$ cat src/rtl/sys_ctrl_param_if.sv
// rtl/sys_ctrl_param_if.sv - bus bundle between the system controller and its UART/regfile/ALU/FIFO peers
interface sys_ctrl_param_if #(
    parameter int DATA_WIDTH    = 8,
    parameter int ADDR_WIDTH    = 4,
    parameter int FUN_WIDTH     = 4,
    parameter int ALU_OUT_WIDTH = 16
);
    logic [DATA_WIDTH-1:0]    RX_P_DATA;
    logic                     RX_D_VLD;
    logic [DATA_WIDTH-1:0]    REGFILE_RdData;
    logic                     REGFILE_RdData_VLD;
    logic [ALU_OUT_WIDTH-1:0] ALU_OUT;
    logic                     ALU_OUT_VLD;
    logic                     FIFO_FULL;
    logic                     REGFILE_WrEn;
    logic                     REGFILE_RdEn;
    logic [ADDR_WIDTH-1:0]    REGFILE_ADDRESS;
    logic [DATA_WIDTH-1:0]    REGFILE_WrData;
    logic                     ALU_EN;
    logic [FUN_WIDTH-1:0]     ALU_FUN;
    logic                     CLK_GATE_EN;
    logic [DATA_WIDTH-1:0]    FIFO_P_DATA;
    logic                     FIFO_WR_INC;
    logic                     CMD_ERR;
    logic                     TIMEOUT_ERR;

    // Controller side
    modport master (
        input  RX_P_DATA, RX_D_VLD, REGFILE_RdData, REGFILE_RdData_VLD,
               ALU_OUT, ALU_OUT_VLD, FIFO_FULL,
        output REGFILE_WrEn, REGFILE_RdEn, REGFILE_ADDRESS, REGFILE_WrData,
               ALU_EN, ALU_FUN, CLK_GATE_EN, FIFO_P_DATA, FIFO_WR_INC,
               CMD_ERR, TIMEOUT_ERR
    );

    // Environment side (UART RX, regfile, ALU, TX FIFO)
    modport slave (
        output RX_P_DATA, RX_D_VLD, REGFILE_RdData, REGFILE_RdData_VLD,
               ALU_OUT, ALU_OUT_VLD, FIFO_FULL,
        input  REGFILE_WrEn, REGFILE_RdEn, REGFILE_ADDRESS, REGFILE_WrData,
               ALU_EN, ALU_FUN, CLK_GATE_EN, FIFO_P_DATA, FIFO_WR_INC,
               CMD_ERR, TIMEOUT_ERR
    );
endinterface

$ cat src/rtl/sys_ctrl_param.sv
// rtl/sys_ctrl_param.sv - parametrised command-frame controller; optional stall timeout under SYS_CTRL_TIMEOUT_EN
module sys_ctrl_param #(
    parameter int                    DATA_WIDTH     = 8,
    parameter int                    ADDR_WIDTH     = 4,
    parameter int                    FUN_WIDTH      = 4,
    parameter int                    ALU_OUT_WIDTH  = 16,
    parameter int                    OPA_ADDR       = 0,
    parameter int                    OPB_ADDR       = 1,
    parameter logic [DATA_WIDTH-1:0] WR_CMD         = 'hAA,
    parameter logic [DATA_WIDTH-1:0] RD_CMD         = 'hBB,
    parameter logic [DATA_WIDTH-1:0] ALU_OP_CMD     = 'hCC,
    parameter logic [DATA_WIDTH-1:0] ALU_NOP_CMD    = 'hDD,
    parameter int                    TIMEOUT_CYCLES = 1024
) (
    input  logic                 REF_CLK,
    input  logic                 rst_n,
    sys_ctrl_param_if.master     bus
);
    localparam int OUT_WORDS = (ALU_OUT_WIDTH + DATA_WIDTH - 1) / DATA_WIDTH;
    localparam int RES_W     = OUT_WORDS * DATA_WIDTH;
    localparam int CNT_W     = $clog2(OUT_WORDS + 1);

    typedef enum logic [3:0] {
        IDLE, WR_ADDR, WR_DATA, RD_ADDR, RD_WAIT,
        OP_A, OP_B, ALU_FUNC, ALU_WAIT, TX_PUSH
    } state_t;

    state_t                  state_q;
    logic                    wr_en_q, rd_en_q, alu_en_q, gate_q, fifo_inc_q, cmd_err_q;
    logic [ADDR_WIDTH-1:0]   addr_q;
    logic [DATA_WIDTH-1:0]   wr_data_q, fifo_data_q;
    logic [FUN_WIDTH-1:0]    alu_fun_q;
    logic [RES_W-1:0]        res_q;      // result, shifted down one word per push
    logic [CNT_W-1:0]        left_q;     // words still to push

`ifdef SYS_CTRL_TIMEOUT_EN
    localparam int TMR_W = $clog2(TIMEOUT_CYCLES + 1);
    logic [TMR_W-1:0] tmr_q;
    logic             tout_q;
    logic             counted_d, advance_d;

    // Which states are watched for stalls, and whether this cycle moves the frame forward
    always_comb begin
        counted_d = 1'b1;
        advance_d = bus.RX_D_VLD;
        case (state_q)
            IDLE, TX_PUSH: counted_d = 1'b0;
            RD_WAIT:       advance_d = bus.REGFILE_RdData_VLD;
            ALU_WAIT:      advance_d = bus.ALU_OUT_VLD;
            default:       advance_d = bus.RX_D_VLD;
        endcase
    end
`endif

    // Frame decoder FSM with registered strobes and result serialiser
    always_ff @(posedge REF_CLK or negedge rst_n) begin
        if (!rst_n) begin
            state_q     <= IDLE;
            wr_en_q     <= 1'b0;
            rd_en_q     <= 1'b0;
            alu_en_q    <= 1'b0;
            gate_q      <= 1'b0;
            fifo_inc_q  <= 1'b0;
            cmd_err_q   <= 1'b0;
            addr_q      <= '0;
            wr_data_q   <= '0;
            fifo_data_q <= '0;
            alu_fun_q   <= '0;
            res_q       <= '0;
            left_q      <= '0;
`ifdef SYS_CTRL_TIMEOUT_EN
            tmr_q       <= '0;
            tout_q      <= 1'b0;
`endif
        end else begin
            wr_en_q    <= 1'b0;
            rd_en_q    <= 1'b0;
            alu_en_q   <= 1'b0;
            fifo_inc_q <= 1'b0;
            cmd_err_q  <= 1'b0;
            case (state_q)
                IDLE: if (bus.RX_D_VLD) begin
                    if (bus.RX_P_DATA == WR_CMD)           state_q <= WR_ADDR;
                    else if (bus.RX_P_DATA == RD_CMD)      state_q <= RD_ADDR;
                    else if (bus.RX_P_DATA == ALU_OP_CMD)  state_q <= OP_A;
                    else if (bus.RX_P_DATA == ALU_NOP_CMD) state_q <= ALU_FUNC;
                    else                                   cmd_err_q <= 1'b1;
                end
                WR_ADDR: if (bus.RX_D_VLD) begin
                    addr_q  <= bus.RX_P_DATA[ADDR_WIDTH-1:0];
                    state_q <= WR_DATA;
                end
                WR_DATA: if (bus.RX_D_VLD) begin
                    wr_data_q <= bus.RX_P_DATA;
                    wr_en_q   <= 1'b1;
                    state_q   <= IDLE;
                end
                RD_ADDR: if (bus.RX_D_VLD) begin
                    addr_q  <= bus.RX_P_DATA[ADDR_WIDTH-1:0];
                    rd_en_q <= 1'b1;
                    state_q <= RD_WAIT;
                end
                RD_WAIT: if (bus.REGFILE_RdData_VLD) begin
                    res_q   <= RES_W'(bus.REGFILE_RdData);
                    left_q  <= CNT_W'(1);
                    state_q <= TX_PUSH;
                end
                OP_A: if (bus.RX_D_VLD) begin
                    addr_q    <= ADDR_WIDTH'(OPA_ADDR);
                    wr_data_q <= bus.RX_P_DATA;
                    wr_en_q   <= 1'b1;
                    state_q   <= OP_B;
                end
                OP_B: if (bus.RX_D_VLD) begin
                    addr_q    <= ADDR_WIDTH'(OPB_ADDR);
                    wr_data_q <= bus.RX_P_DATA;
                    wr_en_q   <= 1'b1;
                    state_q   <= ALU_FUNC;
                end
                ALU_FUNC: if (bus.RX_D_VLD) begin
                    alu_fun_q <= bus.RX_P_DATA[FUN_WIDTH-1:0];
                    gate_q    <= 1'b1;
                    alu_en_q  <= 1'b1;
                    state_q   <= ALU_WAIT;
                end
                // Capture is taken even while the FIFO is full; the stall is in TX_PUSH
                ALU_WAIT: if (bus.ALU_OUT_VLD) begin
                    res_q   <= RES_W'(bus.ALU_OUT);
                    gate_q  <= 1'b0;
                    left_q  <= CNT_W'(OUT_WORDS);
                    state_q <= TX_PUSH;
                end
                TX_PUSH: if (!bus.FIFO_FULL) begin
                    fifo_data_q <= res_q[DATA_WIDTH-1:0];
                    fifo_inc_q  <= 1'b1;
                    res_q       <= res_q >> DATA_WIDTH;
                    left_q      <= left_q - CNT_W'(1);
                    if (left_q == CNT_W'(1)) state_q <= IDLE;
                end
                default: state_q <= IDLE;
            endcase
`ifdef SYS_CTRL_TIMEOUT_EN
            // Stall watchdog: overrides the case above only when nothing advanced
            tout_q <= 1'b0;
            if (counted_d && !advance_d) begin
                if (tmr_q == TMR_W'(TIMEOUT_CYCLES - 1)) begin
                    tmr_q   <= '0;
                    tout_q  <= 1'b1;
                    gate_q  <= 1'b0;
                    state_q <= IDLE;
                end else begin
                    tmr_q <= tmr_q + TMR_W'(1);
                end
            end else begin
                tmr_q <= '0;
            end
`endif
        end
    end

    assign bus.REGFILE_WrEn    = wr_en_q;
    assign bus.REGFILE_RdEn    = rd_en_q;
    assign bus.REGFILE_ADDRESS = addr_q;
    assign bus.REGFILE_WrData  = wr_data_q;
    assign bus.ALU_EN          = alu_en_q;
    assign bus.ALU_FUN         = alu_fun_q;
    assign bus.CLK_GATE_EN     = gate_q;
    assign bus.FIFO_P_DATA     = fifo_data_q;
    assign bus.FIFO_WR_INC     = fifo_inc_q;
    assign bus.CMD_ERR         = cmd_err_q;
`ifdef SYS_CTRL_TIMEOUT_EN
    assign bus.TIMEOUT_ERR     = tout_q;
`else
    assign bus.TIMEOUT_ERR     = 1'b0;
`endif
endmodule
$ cat src/flat_wrapper.sv
// flat-port wrapper written by rule: the top's interface ports become plain ports
module sys_ctrl_param_flat 
#(
    parameter int                    DATA_WIDTH     = 8,
    parameter int                    ADDR_WIDTH     = 4,
    parameter int                    FUN_WIDTH      = 4,
    parameter int                    ALU_OUT_WIDTH  = 16,
    parameter int                    OPA_ADDR       = 0,
    parameter int                    OPB_ADDR       = 1,
    parameter logic [DATA_WIDTH-1:0] WR_CMD         = 'hAA,
    parameter logic [DATA_WIDTH-1:0] RD_CMD         = 'hBB,
    parameter logic [DATA_WIDTH-1:0] ALU_OP_CMD     = 'hCC,
    parameter logic [DATA_WIDTH-1:0] ALU_NOP_CMD    = 'hDD,
    parameter int                    TIMEOUT_CYCLES = 1024
)
  (REF_CLK, rst_n, bus_RX_P_DATA, bus_RX_D_VLD, bus_REGFILE_RdData, bus_REGFILE_RdData_VLD, bus_ALU_OUT, bus_ALU_OUT_VLD, bus_FIFO_FULL, bus_REGFILE_WrEn, bus_REGFILE_RdEn, bus_REGFILE_ADDRESS, bus_REGFILE_WrData, bus_ALU_EN, bus_ALU_FUN, bus_CLK_GATE_EN, bus_FIFO_P_DATA, bus_FIFO_WR_INC, bus_CMD_ERR, bus_TIMEOUT_ERR);
  sys_ctrl_param_if #(.DATA_WIDTH(DATA_WIDTH), .ADDR_WIDTH(ADDR_WIDTH), .FUN_WIDTH(FUN_WIDTH), .ALU_OUT_WIDTH(ALU_OUT_WIDTH)) bus_i ();
  input  logic REF_CLK;
  input  logic rst_n;
  input wire logic [$bits(bus_i.RX_P_DATA)-1:0] bus_RX_P_DATA;
  input wire logic [$bits(bus_i.RX_D_VLD)-1:0] bus_RX_D_VLD;
  input wire logic [$bits(bus_i.REGFILE_RdData)-1:0] bus_REGFILE_RdData;
  input wire logic [$bits(bus_i.REGFILE_RdData_VLD)-1:0] bus_REGFILE_RdData_VLD;
  input wire logic [$bits(bus_i.ALU_OUT)-1:0] bus_ALU_OUT;
  input wire logic [$bits(bus_i.ALU_OUT_VLD)-1:0] bus_ALU_OUT_VLD;
  input wire logic [$bits(bus_i.FIFO_FULL)-1:0] bus_FIFO_FULL;
  output wire logic [$bits(bus_i.REGFILE_WrEn)-1:0] bus_REGFILE_WrEn;
  output wire logic [$bits(bus_i.REGFILE_RdEn)-1:0] bus_REGFILE_RdEn;
  output wire logic [$bits(bus_i.REGFILE_ADDRESS)-1:0] bus_REGFILE_ADDRESS;
  output wire logic [$bits(bus_i.REGFILE_WrData)-1:0] bus_REGFILE_WrData;
  output wire logic [$bits(bus_i.ALU_EN)-1:0] bus_ALU_EN;
  output wire logic [$bits(bus_i.ALU_FUN)-1:0] bus_ALU_FUN;
  output wire logic [$bits(bus_i.CLK_GATE_EN)-1:0] bus_CLK_GATE_EN;
  output wire logic [$bits(bus_i.FIFO_P_DATA)-1:0] bus_FIFO_P_DATA;
  output wire logic [$bits(bus_i.FIFO_WR_INC)-1:0] bus_FIFO_WR_INC;
  output wire logic [$bits(bus_i.CMD_ERR)-1:0] bus_CMD_ERR;
  output wire logic [$bits(bus_i.TIMEOUT_ERR)-1:0] bus_TIMEOUT_ERR;
  assign bus_i.RX_P_DATA = bus_RX_P_DATA;
  assign bus_i.RX_D_VLD = bus_RX_D_VLD;
  assign bus_i.REGFILE_RdData = bus_REGFILE_RdData;
  assign bus_i.REGFILE_RdData_VLD = bus_REGFILE_RdData_VLD;
  assign bus_i.ALU_OUT = bus_ALU_OUT;
  assign bus_i.ALU_OUT_VLD = bus_ALU_OUT_VLD;
  assign bus_i.FIFO_FULL = bus_FIFO_FULL;
  assign bus_REGFILE_WrEn = bus_i.REGFILE_WrEn;
  assign bus_REGFILE_RdEn = bus_i.REGFILE_RdEn;
  assign bus_REGFILE_ADDRESS = bus_i.REGFILE_ADDRESS;
  assign bus_REGFILE_WrData = bus_i.REGFILE_WrData;
  assign bus_ALU_EN = bus_i.ALU_EN;
  assign bus_ALU_FUN = bus_i.ALU_FUN;
  assign bus_CLK_GATE_EN = bus_i.CLK_GATE_EN;
  assign bus_FIFO_P_DATA = bus_i.FIFO_P_DATA;
  assign bus_FIFO_WR_INC = bus_i.FIFO_WR_INC;
  assign bus_CMD_ERR = bus_i.CMD_ERR;
  assign bus_TIMEOUT_ERR = bus_i.TIMEOUT_ERR;
  sys_ctrl_param #(.DATA_WIDTH(DATA_WIDTH), .ADDR_WIDTH(ADDR_WIDTH), .FUN_WIDTH(FUN_WIDTH), .ALU_OUT_WIDTH(ALU_OUT_WIDTH), .OPA_ADDR(OPA_ADDR), .OPB_ADDR(OPB_ADDR), .WR_CMD(WR_CMD), .RD_CMD(RD_CMD), .ALU_OP_CMD(ALU_OP_CMD), .ALU_NOP_CMD(ALU_NOP_CMD), .TIMEOUT_CYCLES(TIMEOUT_CYCLES)) u_core (.REF_CLK(REF_CLK), .rst_n(rst_n), .bus(bus_i));
endmodule
$ cat config.mk
export PLATFORM = sky130hd
export DESIGN_NAME = sys_ctrl_param_flat
export DESIGN_NICKNAME = d
export VERILOG_FILES = /design/src/rtl/sys_ctrl_param_if.sv /design/src/rtl/sys_ctrl_param.sv /design/src/flat_wrapper.sv
export SDC_FILE = /design/constraint.sdc
export NUM_CORES = 1
export LEC_CHECK = 0
export BUFFER_PORTS_ARGS = -buffer_cell sky130_fd_sc_hd__buf_2
export CELL_PAD_IN_SITES_DETAIL_PLACEMENT = 1
export CELL_PAD_IN_SITES_GLOBAL_PLACEMENT = 1
export CORE_MARGIN = 2
export CORE_UTILIZATION = 30
export DETAILED_ROUTE_END_ITERATION = 7
export MAX_ROUTING_LAYER = met4
export PLACE_DENSITY = 0.69
export RECOVER_POWER = 100
export SLEW_MARGIN = 20
export SYNTH_ARGS = -nofsm -noshare
export SYNTH_HDL_FRONTEND = slang
export SYNTH_SLANG_ARGS = --single-unit
$ cat constraint.sdc
create_clock -name REF_CLK -period 4.25 [get_ports REF_CLK]
set_input_delay 0.85 -clock REF_CLK [delete_from_list [all_inputs] [get_ports REF_CLK]]
set_output_delay 0.85 -clock REF_CLK [all_outputs]
set_load 0.03 [all_outputs]
==> run_results.csv <==
group,metric,value,unit
grt,grt-ovfl-total,0,
synthesis,async_flop_share,100.0,%
clocking,clock_latency,0.31,ns
timing,hold_violations,0,
die,fp-row-count,33,
synthesis,synth_warnings,0,
timing,fin_crit_sh,65.60,%
run,cap_viol_max_count,1,
pwr,ir_drop,0.0002733,V
timing,finClkSkew,0.004750,ns
synthesis,syn_area,2526,um2
run_status,violations,"capacitance limit, slew limit",
clocking,cts.sinks,52,
grt,antenna_found_initial,0,
synthesis,synth.distinct_cells,42,
grt,grt_use_total,14.76,%
run_status,status,"complete, but fails checks",
clocking,path_clk_slew,0.09,ns
drt,drt_pre_antenna_iters,4,
synthesis,synthFlopType,"dfrtp_1",
drt,ant_nets,0,
die,core-area,8175,um2
final_layout,layout-drive-gt1-share,25.08,%
synthesis,ys_ff_latch,52,
grt,grt_first_pass_wirelength,9.956,mm
pwr,p_leak,1.312,nW
hold_path,hold_class,"flop to flop",
setup_path,crit_arrival,2.99,ns
placed_design,detailed_place_hpwl,4.475,mm
placed_design,portBuffers,67,
setup_path,critPathRequiredTime,4.45,ns
clocking,holdBufCountCts,0,
clocking,cts-resized-gates,0,
timing,setup_viol,0,
timing,slew_headroom,-15.35,%
setup_path,critPathLaunchType,"flop",
die,die_h,95.77,um
clocking,clockBufferDepth,2,
pwr,p_per_area,694.1,nW/um2
pwr,power,0.002094,W
synthesis,syn_avg_cell_area,10.94,um2
final_layout,syn2layout_area_growth,19.42,%
synthesis,synth.top_cells.by_count,"dfrtp_1 (52), o21ai_0 (27), mux2_2 (24)",
die,fp.dieW,95.77,um
synthesis,synth_most_common_cell,"dfrtp_1",
synthesis,ys_top_cells_by_area,"dfrtp_1 (52%), mux2_2 (11%), o21ai_0 (5.3%), o31ai_1 (5.1%), mux2i_1 (4.0%)",
clocking,cts_buffers,5,
synthesis,seq_area_frac_synth,51.51,%
final_layout,finalNonFillerCells,400,
placed_design,dp.cells,392,
timing,setup_tns,0,ns
clocking,cts_tree,"yes",
die,ioPinCount,69,
setup_path,crit_fanout,23,
drt,drc,0,
die,dieArea,9171,um2
timing,worst_pin_slew,1.730,ns
placed_design,place_congestion,0.7971,
setup_path,path_class,"flop to flop",
clocking,post_cts_buffers,0,
clocking,cts-root-buf,"clkbuf_8",
drt,vias,1950,
synthesis,synth_top_area_share,51.51,%
timing,rsz0062_at_grt,"no",
drt,drt_first_iter_violations,115,
drt,totalWireLength,6.234,mm
clocking,htree_levels,2,
setup_path,end_kind,"flop",
timing,fmax,0.3587,GHz
grt,grt_max_degree,38,
final_layout,num_antenna_cells,0,
grt,grt_pass1_vias,1927,
drt,viasPerCell,4.875,
timing,period_minus_slack,2.788,ns
die,initial_core_util,30.90,%
synthesis,synth_cells,231,
timing,finalMaxSlewViolations,33,
final_layout,nets,333,
drt,avgRoutedWirePerCell,15.59,um
synthesis,synth_edf_count,0,
synthesis,yosys.area.top_type,"dfrtp_1",
synthesis,synth_nets,270,
-- sequential cells by signal, summed over array words and instances (netlist names) --
register	flops
u_core.left_q	2
u_core.bus.ALU_FUN	4
u_core.bus.CMD_ERR	1
u_core.state_q	4
u_core.bus.FIFO_WR_INC	1
u_core.bus.CLK_GATE_EN	1
u_core.bus.ALU_EN	1
u_core.bus.REGFILE_ADDRESS	4
u_core.res_q	16
u_core.bus.REGFILE_RdEn	1
u_core.bus.FIFO_P_DATA	8
u_core.bus.REGFILE_WrData	8
u_core.bus.REGFILE_WrEn	1
-- report_power, final --
| group | leakage (nW) | switching [W] | internal (W) | total, W |
|---|---|---|---|---|
| sequential | 0.676 | 0.000133 | 0.000694 | 0.000827 |
| clock | 0.0614 | 0.000168 | 0.000193 | 0.000360 |
| combinational | 0.575 | 0.000589 | 0.000318 | 0.000906 |
-- metal layers --
metal	global-route usage, %	up-vias	share of wire (%)
li1	-	951	-
met1	20.23	965	47
met4	5.714	0	1.9
met3	2.662	9	2.2
met2	21.79	25	49
met5	-	-	0
-- layout make-up --
class	count	area (um2)
clock buffer	6	82.58
tap	105	131.4
clock inverter	2	38.79
timing repair buffer	72	317.8
multi-input combinational	158	1126
inverter	5	18.77
sequential	52	1301
fill	945	5159
-- critical path, cell delays in order, from the launching register on --
cell and delay, ns:
dfrtp_1 0.40, clkbuf_1 0.94, nand3b_1 0.14, a21oi_1 0.77, mux2_2 0.42
-- cell usage in the layout (no fill, tap or decap), types with 4 or more instances in the layout --
cell / count
dfrtp_1: 52
clkbuf_1: 36
buf_2: 35
o21ai_0: 27
mux2_2: 24
nand2_1: 20
o31ai_1: 17
mux2i_1: 10
nor2_1: 8
clkbuf_8: 6
inv_1: 5
a21oi_1: 5
nor3_1: 4
nor2b_1: 4
-- cell families (layout without fill, tap and decap cells) --
family	count (synthesis)	in the layout	share of synthesized area [%]
fa+ha+maj	1	1	0.4952
xor+xnor	3	3	1.040
compound gates	61	61	15.65
mux	34	34	14.66
simple gates	58	58	12.68
flops	52	52	51.51
other cells	1	1	0.1484
buf+inv	21	85	3.814
-- path summary, 6_finish.rpt --
path	startpoint	to	slack, ns	depth (start not counted)
max	u_core.state_q[0]$_DFFE_PN0P_	u_core.bus.REGFILE_WrData[1]$_DFFE_PN0P_	1.46	4
min	u_core.left_q[0]$_DFFE_PN0P_	u_core.left_q[0]$_DFFE_PN0P_	0.50	1
max reg2reg	u_core.state_q[0]$_DFFE_PN0P_	u_core.bus.REGFILE_WrData[1]$_DFFE_PN0P_	1.46	4
min reg2reg	u_core.left_q[0]$_DFFE_PN0P_	u_core.left_q[0]$_DFFE_PN0P_	0.50	1
max in group asynchronous	rst_n	u_core.bus.REGFILE_ADDRESS[1]$_DFFE_PN0P_	1.48	2
min in group asynchronous	rst_n	u_core.res_q[8]$_DFFE_PN0P_	0.98	1
-- metrics by stage --
step / cell area (um2) / hold slack (ns) / util [%] / setup WS (ns)
final: 3017 / 0.5033 / 36.90 / 1.462
after global routing: 3017 / 0.5263 / 36.90 / 0.9322
after CTS: 3090 / 0.5009 / 37.80 / 1.721
after detailed placement: 2969 / 0.4876 / 36.32 / 1.513
after global placement: 2969 / 0.4689 / 36.32 / 1.546
after floorplan: 2526 / 0.4526 / - / 2.210
(Power assumes the default switching activity.)
